File: config.mk
export PLATFORM = sky130hd
export DESIGN_NAME = systolic_feeder_4x4
export DESIGN_NICKNAME = d
export VERILOG_FILES = /design/src/rtl/systolic_feeder_4x4.sv
export SDC_FILE = /design/constraint.sdc
export NUM_CORES = 1
export LEC_CHECK = 0
export CORE_UTILIZATION = 62
export DETAILED_ROUTE_END_ITERATION = 8
export HOLD_SLACK_MARGIN = 0.1
export PLACE_DENSITY = 0.88
export SETUP_SLACK_MARGIN = 0.05
export SLEW_MARGIN = 40
export SYNTH_ARGS = -nofsm -noshare
export SYNTH_HDL_FRONTEND = slang
export SYNTH_SLANG_ARGS = --single-unit
File: constraint.sdc
create_clock -name clk -period 7.95 [get_ports clk]
set_input_delay 1.1925 -clock clk [delete_from_list [all_inputs] [get_ports clk]]
set_output_delay 1.1925 -clock clk [all_outputs]
set_load 0.03 [all_outputs]
File: src/rtl/systolic_feeder_4x4.sv
// Loads one 4x4 A tile and one 4x4 B tile, then replays them as diagonally skewed west/north streams.
// Optional shadow bank for back-to-back tiles: define FEEDER_DOUBLE_BUF_EN.
module systolic_feeder_4x4 #(
    parameter int BIT_WIDTH    = 16,
    parameter int FRAC_WIDTH   = 8,
    parameter int DRAIN_CYCLES = 6
) (
    input  logic                   clk,
    input  logic                   rst_n,
    input  logic                   in_valid,
    output logic                   in_ready,
    input  logic [4*BIT_WIDTH-1:0] in_a_col,
    input  logic [4*BIT_WIDTH-1:0] in_b_row,
    output logic [4*BIT_WIDTH-1:0] west_out,
    output logic [4*BIT_WIDTH-1:0] north_out,
    output logic                   busy,
    output logic                   tile_done
);

    localparam int DW = (DRAIN_CYCLES > 1) ? $clog2(DRAIN_CYCLES) : 1;
    localparam logic [DW-1:0] D_LAST = DW'(DRAIN_CYCLES - 1);

    typedef logic [3:0][3:0][BIT_WIDTH-1:0] tile_t;
    typedef enum logic [1:0] {IDLE, LOAD, STREAM, DRAIN} state_t;

    state_t          state_q, state_d;
    logic [1:0]      k_q, k_d;
    logic [2:0]      t_q, t_d;
    logic [DW-1:0]   dc_q, dc_d;
    tile_t           a_q, a_d, b_q, b_d;
    logic            accept;
    logic            busy_d, done_d;
    logic [4*BIT_WIDTH-1:0] west_d, north_d;

`ifdef FEEDER_DOUBLE_BUF_EN
    tile_t           sh_a_q, sh_a_d, sh_b_q, sh_b_d, sh_a_acc, sh_b_acc;
    logic [2:0]      sh_cnt_q, sh_cnt_d, sh_cnt_acc;
`endif

    // a[i][k] = A[i][k]; beat k carries column k of A
    function automatic tile_t store_col(input tile_t a, input logic [1:0] k,
                                        input logic [4*BIT_WIDTH-1:0] col);
        tile_t r;
        r = a;
        for (int i = 0; i < 4; i++) r[i][k] = col[(3-i)*BIT_WIDTH +: BIT_WIDTH];
        return r;
    endfunction

    // b[k][j] = B[k][j]; beat k carries row k of B
    function automatic tile_t store_row(input tile_t b, input logic [1:0] k,
                                        input logic [4*BIT_WIDTH-1:0] row);
        tile_t r;
        r = b;
        for (int j = 0; j < 4; j++) r[k][j] = row[(3-j)*BIT_WIDTH +: BIT_WIDTH];
        return r;
    endfunction

    function automatic logic [4*BIT_WIDTH-1:0] skew_west(input tile_t a, input logic [2:0] t);
        logic [4*BIT_WIDTH-1:0] v;
        int d;
        v = '0;
        for (int i = 0; i < 4; i++) begin
            d = int'(t) - i;
            if (d >= 0 && d <= 3) v[(3-i)*BIT_WIDTH +: BIT_WIDTH] = a[i][d[1:0]];
        end
        return v;
    endfunction

    function automatic logic [4*BIT_WIDTH-1:0] skew_north(input tile_t b, input logic [2:0] t);
        logic [4*BIT_WIDTH-1:0] v;
        int d;
        v = '0;
        for (int j = 0; j < 4; j++) begin
            d = int'(t) - j;
            if (d >= 0 && d <= 3) v[(3-j)*BIT_WIDTH +: BIT_WIDTH] = b[d[1:0]][j];
        end
        return v;
    endfunction

`ifdef FEEDER_DOUBLE_BUF_EN
    assign in_ready = (sh_cnt_q != 3'd4);
`else
    assign in_ready = (state_q == IDLE) || (state_q == LOAD);
`endif
    assign accept = in_valid & in_ready;

    always_comb begin
        state_d = state_q;
        k_d     = k_q;
        t_d     = t_q;
        dc_d    = dc_q;
        a_d     = a_q;
        b_d     = b_q;
`ifdef FEEDER_DOUBLE_BUF_EN
        sh_a_acc   = sh_a_q;
        sh_b_acc   = sh_b_q;
        sh_cnt_acc = sh_cnt_q;
        if (accept && (state_q == STREAM || state_q == DRAIN)) begin
            sh_a_acc   = store_col(sh_a_q, sh_cnt_q[1:0], in_a_col);
            sh_b_acc   = store_row(sh_b_q, sh_cnt_q[1:0], in_b_row);
            sh_cnt_acc = sh_cnt_q + 3'd1;
        end
        sh_a_d   = sh_a_acc;
        sh_b_d   = sh_b_acc;
        sh_cnt_d = sh_cnt_acc;
`endif
        case (state_q)
            IDLE, LOAD: begin
                if (accept) begin
                    a_d = store_col(a_q, k_q, in_a_col);
                    b_d = store_row(b_q, k_q, in_b_row);
                    if (k_q == 2'd3) begin
                        state_d = STREAM;
                        k_d     = 2'd0;
                        t_d     = 3'd0;
                    end else begin
                        state_d = LOAD;
                        k_d     = k_q + 2'd1;
                    end
                end
            end
            STREAM: begin
                if (t_q == 3'd6) begin
                    state_d = DRAIN;
                    t_d     = 3'd0;
                    dc_d    = '0;
                end else begin
                    t_d = t_q + 3'd1;
                end
            end
            DRAIN: begin
                if (dc_q == D_LAST) begin
                    state_d = IDLE;
                    k_d     = 2'd0;
`ifdef FEEDER_DOUBLE_BUF_EN
                    // A beat landing on this very edge still counts toward the shadow tile
                    if (sh_cnt_acc != 3'd0) begin
                        a_d      = sh_a_acc;
                        b_d      = sh_b_acc;
                        sh_cnt_d = 3'd0;
                        if (sh_cnt_acc == 3'd4) begin
                            state_d = STREAM;
                            t_d     = 3'd0;
                        end else begin
                            state_d = LOAD;
                            k_d     = sh_cnt_acc[1:0];
                        end
                    end
`endif
                end else begin
                    dc_d = dc_q + DW'(1);
                end
            end
            default: state_d = IDLE;
        endcase

        // Outputs are registered from next-state values so step t appears the cycle state holds t
        busy_d  = (state_d == STREAM) || (state_d == DRAIN);
        done_d  = (state_d == DRAIN) && (dc_d == D_LAST);
        west_d  = (state_d == STREAM) ? skew_west(a_d, t_d)  : '0;
        north_d = (state_d == STREAM) ? skew_north(b_d, t_d) : '0;
    end

    always_ff @(posedge clk or negedge rst_n) begin
        if (!rst_n) begin
            state_q   <= IDLE;
            k_q       <= 2'd0;
            t_q       <= 3'd0;
            dc_q      <= '0;
            a_q       <= '0;
            b_q       <= '0;
            busy      <= 1'b0;
            tile_done <= 1'b0;
            west_out  <= '0;
            north_out <= '0;
        end else begin
            state_q   <= state_d;
            k_q       <= k_d;
            t_q       <= t_d;
            dc_q      <= dc_d;
            a_q       <= a_d;
            b_q       <= b_d;
            busy      <= busy_d;
            tile_done <= done_d;
            west_out  <= west_d;
            north_out <= north_d;
        end
    end

`ifdef FEEDER_DOUBLE_BUF_EN
    always_ff @(posedge clk or negedge rst_n) begin
        if (!rst_n) begin
            sh_a_q   <= '0;
            sh_b_q   <= '0;
            sh_cnt_q <= 3'd0;
        end else begin
            sh_a_q   <= sh_a_d;
            sh_b_q   <= sh_b_d;
            sh_cnt_q <= sh_cnt_d;
        end
    end
`endif

endmodule
==> results_dict.tcl <==
set metrics [dict create \
    pwr-share-comb 0.391 \
    setup_viol 0 \
    overflow 0 \
    outcome "complete, no violations" \
    grt_pass1_vias 19633 \
    drt-total-wl_mm 66.6 \
    die_area_sq_um 45800 \
    peakVddDrop_mv 0.242 \
    required_ns 8.43 \
    grt_usage 0.294 \
    fin_crit_sh 0.560 \
    power_w 0.0135 \
    ys_types 53 \
    grt_max_degree 168 \
    slew_headroom 0.432 \
    io_buffers 261 \
    min_period_ns 4.45 \
    report.final.slew_viol_count 0 \
    synth_edf_count 0 \
    crit_path_start_kind "input pin" \
    layout_common_cells "dfrtp_1, nand2_1, clkdlybuf4s50_1, mux2_1, mux2_2" \
    clkPwrFrac 0.223 \
    holdBufCountCts 0 \
    final.setup_skew_ns 0.0221 \
    start_util 0.629 \
    fin_ws_ns 3.50 \
    register_area_sq_um 16300 \
    design_area_sq_um 33000 \
    arrival_ns 4.94 \
    yosysWarnings 0 \
    p_int_w 0.00895 \
    end_kind "flop" \
    nNetsFinal 2476 \
    drive_gt1_frac 0.153 \
    p_switching_w 0.00458 \
    cts_resized 0 \
    synth_ff_type "dfrtp_1" \
    clk_path_buf_depth 3 \
    grt_antenna_before_repair 12 \
    cap_violations 0 \
    cts.clk_slew.worst_paths_ns 0.06 \
    die_y_um 214 \
    pre_cts_ws_ns 2.94 \
    avgRoutedWirePerCell_um 22.3 \
    rsz0062_at_grt "false" \
    seqPwrFrac 0.386 \
    drtPass1Iterations 6 \
    fmax_ghz 0.224 \
    p_leak_nw 15.0 \
    clk-insertion-delay-late_ns 0.60 \
    ys_seq_area_frac 0.585 \
    synth.cell_area_sq_um 27900 \
    clock_sinks 652 \
    dp_hpwl_mm 38.5 \
    ant_nets 0 \
    cts_buffers 66 \
    mostFrequentLayoutCell "dfrtp_1" \
    h-tree-depth 3 \
    critPathLaunch "in_valid" \
    grt_pass1_wl_mm 107 \
    place_area_sq_um 30800 \
    vias 18013 \
    powerDensity_nw_per_um2 410 \
    via_per_inst 6.05 \
    synth_fp_nets 2259 \
    switching_share 0.338 \
    worst_pin_slew_ns 0.852 \
    r2r-start "state_q[1]" \
    first_iter_violations 1658 \
    area_growth_pct 18.5 \
    coreArea_sq_um 44300 \
    crit_type "in -> reg" \
    syn-instance-count 2116 \
    ys_ff_latch 652 \
    die_w_um 214 \
    gp_congestion 0.777 \
    cp_max_fo 48 \
    clock-root-buffer "clkbuf_16" \
    hold_viol 0 \
    drc 0 \
    num_rows 77 \
    fin_setup_tns_ns 0 \
    ys_async_sr_fraction 1.00 \
    ios 262 \
    multi_input_area_sq_um 10800 \
    syn_area_per_cell_sq_um 13.2 \
    post_cts_buffers 0 \
    hp-class "in -> async" \
    cts_tree "done" \
    nFillCells 2685 \
]
[power by group through the flow]
| stage | logic, W | clock network [W] | registers, W |
|---|---|---|---|
| global placement | 0.00487 | 0 | 0.00517 |
| global route | 0.00569 | 0.00318 | 0.00536 |
| floorplan | 0.00369 | 0 | 0.00535 |
| detailed placement | 0.00521 | 0 | 0.00527 |
| CTS | 0.00528 | 0.00304 | 0.00523 |
| finish | 0.00529 | 0.00302 | 0.00522 |
[flip-flops by register name, summed over array words and instances (netlist names)]
name and count:
a_q 256, b_q 256, north_out 64, west_out 64, dc_q 3, t_q 3, k_q 2, state_q 2
busy 1, tile_done 1
[cell families after synthesis]
kind of cell | share of synthesized area
buffers and inverters | 0.0313
muxes | 0.205
AOI/OAI and AO/OA | 0.0723
and+or+nand+nor | 0.101
DFF | 0.585
adders and majority gates | 0.00539
[synthesized netlist by cell type (24+ instances only)]
library cell  instances  area share
mux2i_1              37       0.013
a32o_1               64       0.023
nor2b_1              34      0.0076
buf_6                24      0.0097
o2bb2ai_1            61       0.019
clkbuf_1             44      0.0059
mux2_1              240       0.097
dfrtp_1             652        0.59
a221o_1              32       0.011
mux2_2              127       0.051
nand2_1             390       0.053
nand2b_1             67       0.015
mux2_4               80       0.043
or2_1                63       0.014
buf_2                62       0.011
a222oi_1             32       0.011
[per-layer routing]
metal  GRT usage  vias up  routed length (um)
met1       0.370     9423               26600
met4      0.0971       12                1650
li1            -     7876                   -
met2       0.496      579               33500
met5           0        -                  77
met3      0.0776      123                4760
[cell type report]
| cell class | instances | share of cell area |
|---|---|---|
| antenna | 4 | 0.000303 |
| clock buffer | 100 | 0.0588 |
| clock inverter | 18 | 0.00485 |
| inverter | 11 | 0.00129 |
| multi-input combinational | 1307 | 0.326 |
| sequential | 652 | 0.494 |
| tap | 592 | 0.0224 |
| timing repair buffer | 295 | 0.0924 |
[worst max-delay path: stages]
cell             delay [ns]
clkdlybuf4s50_1        0.68
nand3_4                0.58
buf_4                  0.72
buf_4                  0.78
mux2_2                 0.44
nand2b_1               0.16
a32o_1                 0.30
[path summary, 6_finish.rpt]
kind | slack [ns] | cells after the start | end
max | 3.50 | 7 | west_out[3]
min | 0.45 | 1 | a_q[24]
max reg2reg | 4.02 | 7 | west_out[3]
min reg2reg | 0.47 | 2 | b_q[239]
max in group asynchronous | 5.75 | 4 | north_out[32]
min in group clk | 0.47 | 2 | b_q[239]
[per-stage QoR]
| step | std cells | hold slack (ns) | util |
|---|---|---|---|
| after floorplan | 2116 | 0.433 | - |
| after global placement | 2848 | 0.446 | 0.692 |
| after detailed placement | 2855 | 0.458 | 0.696 |
| after CTS | 2973 | 0.474 | 0.743 |
| after global routing | 2978 | 0.468 | 0.745 |
| final | 2979 | 0.453 | 0.745 |
No activity file was read; power rests on OpenSTA's default activity.
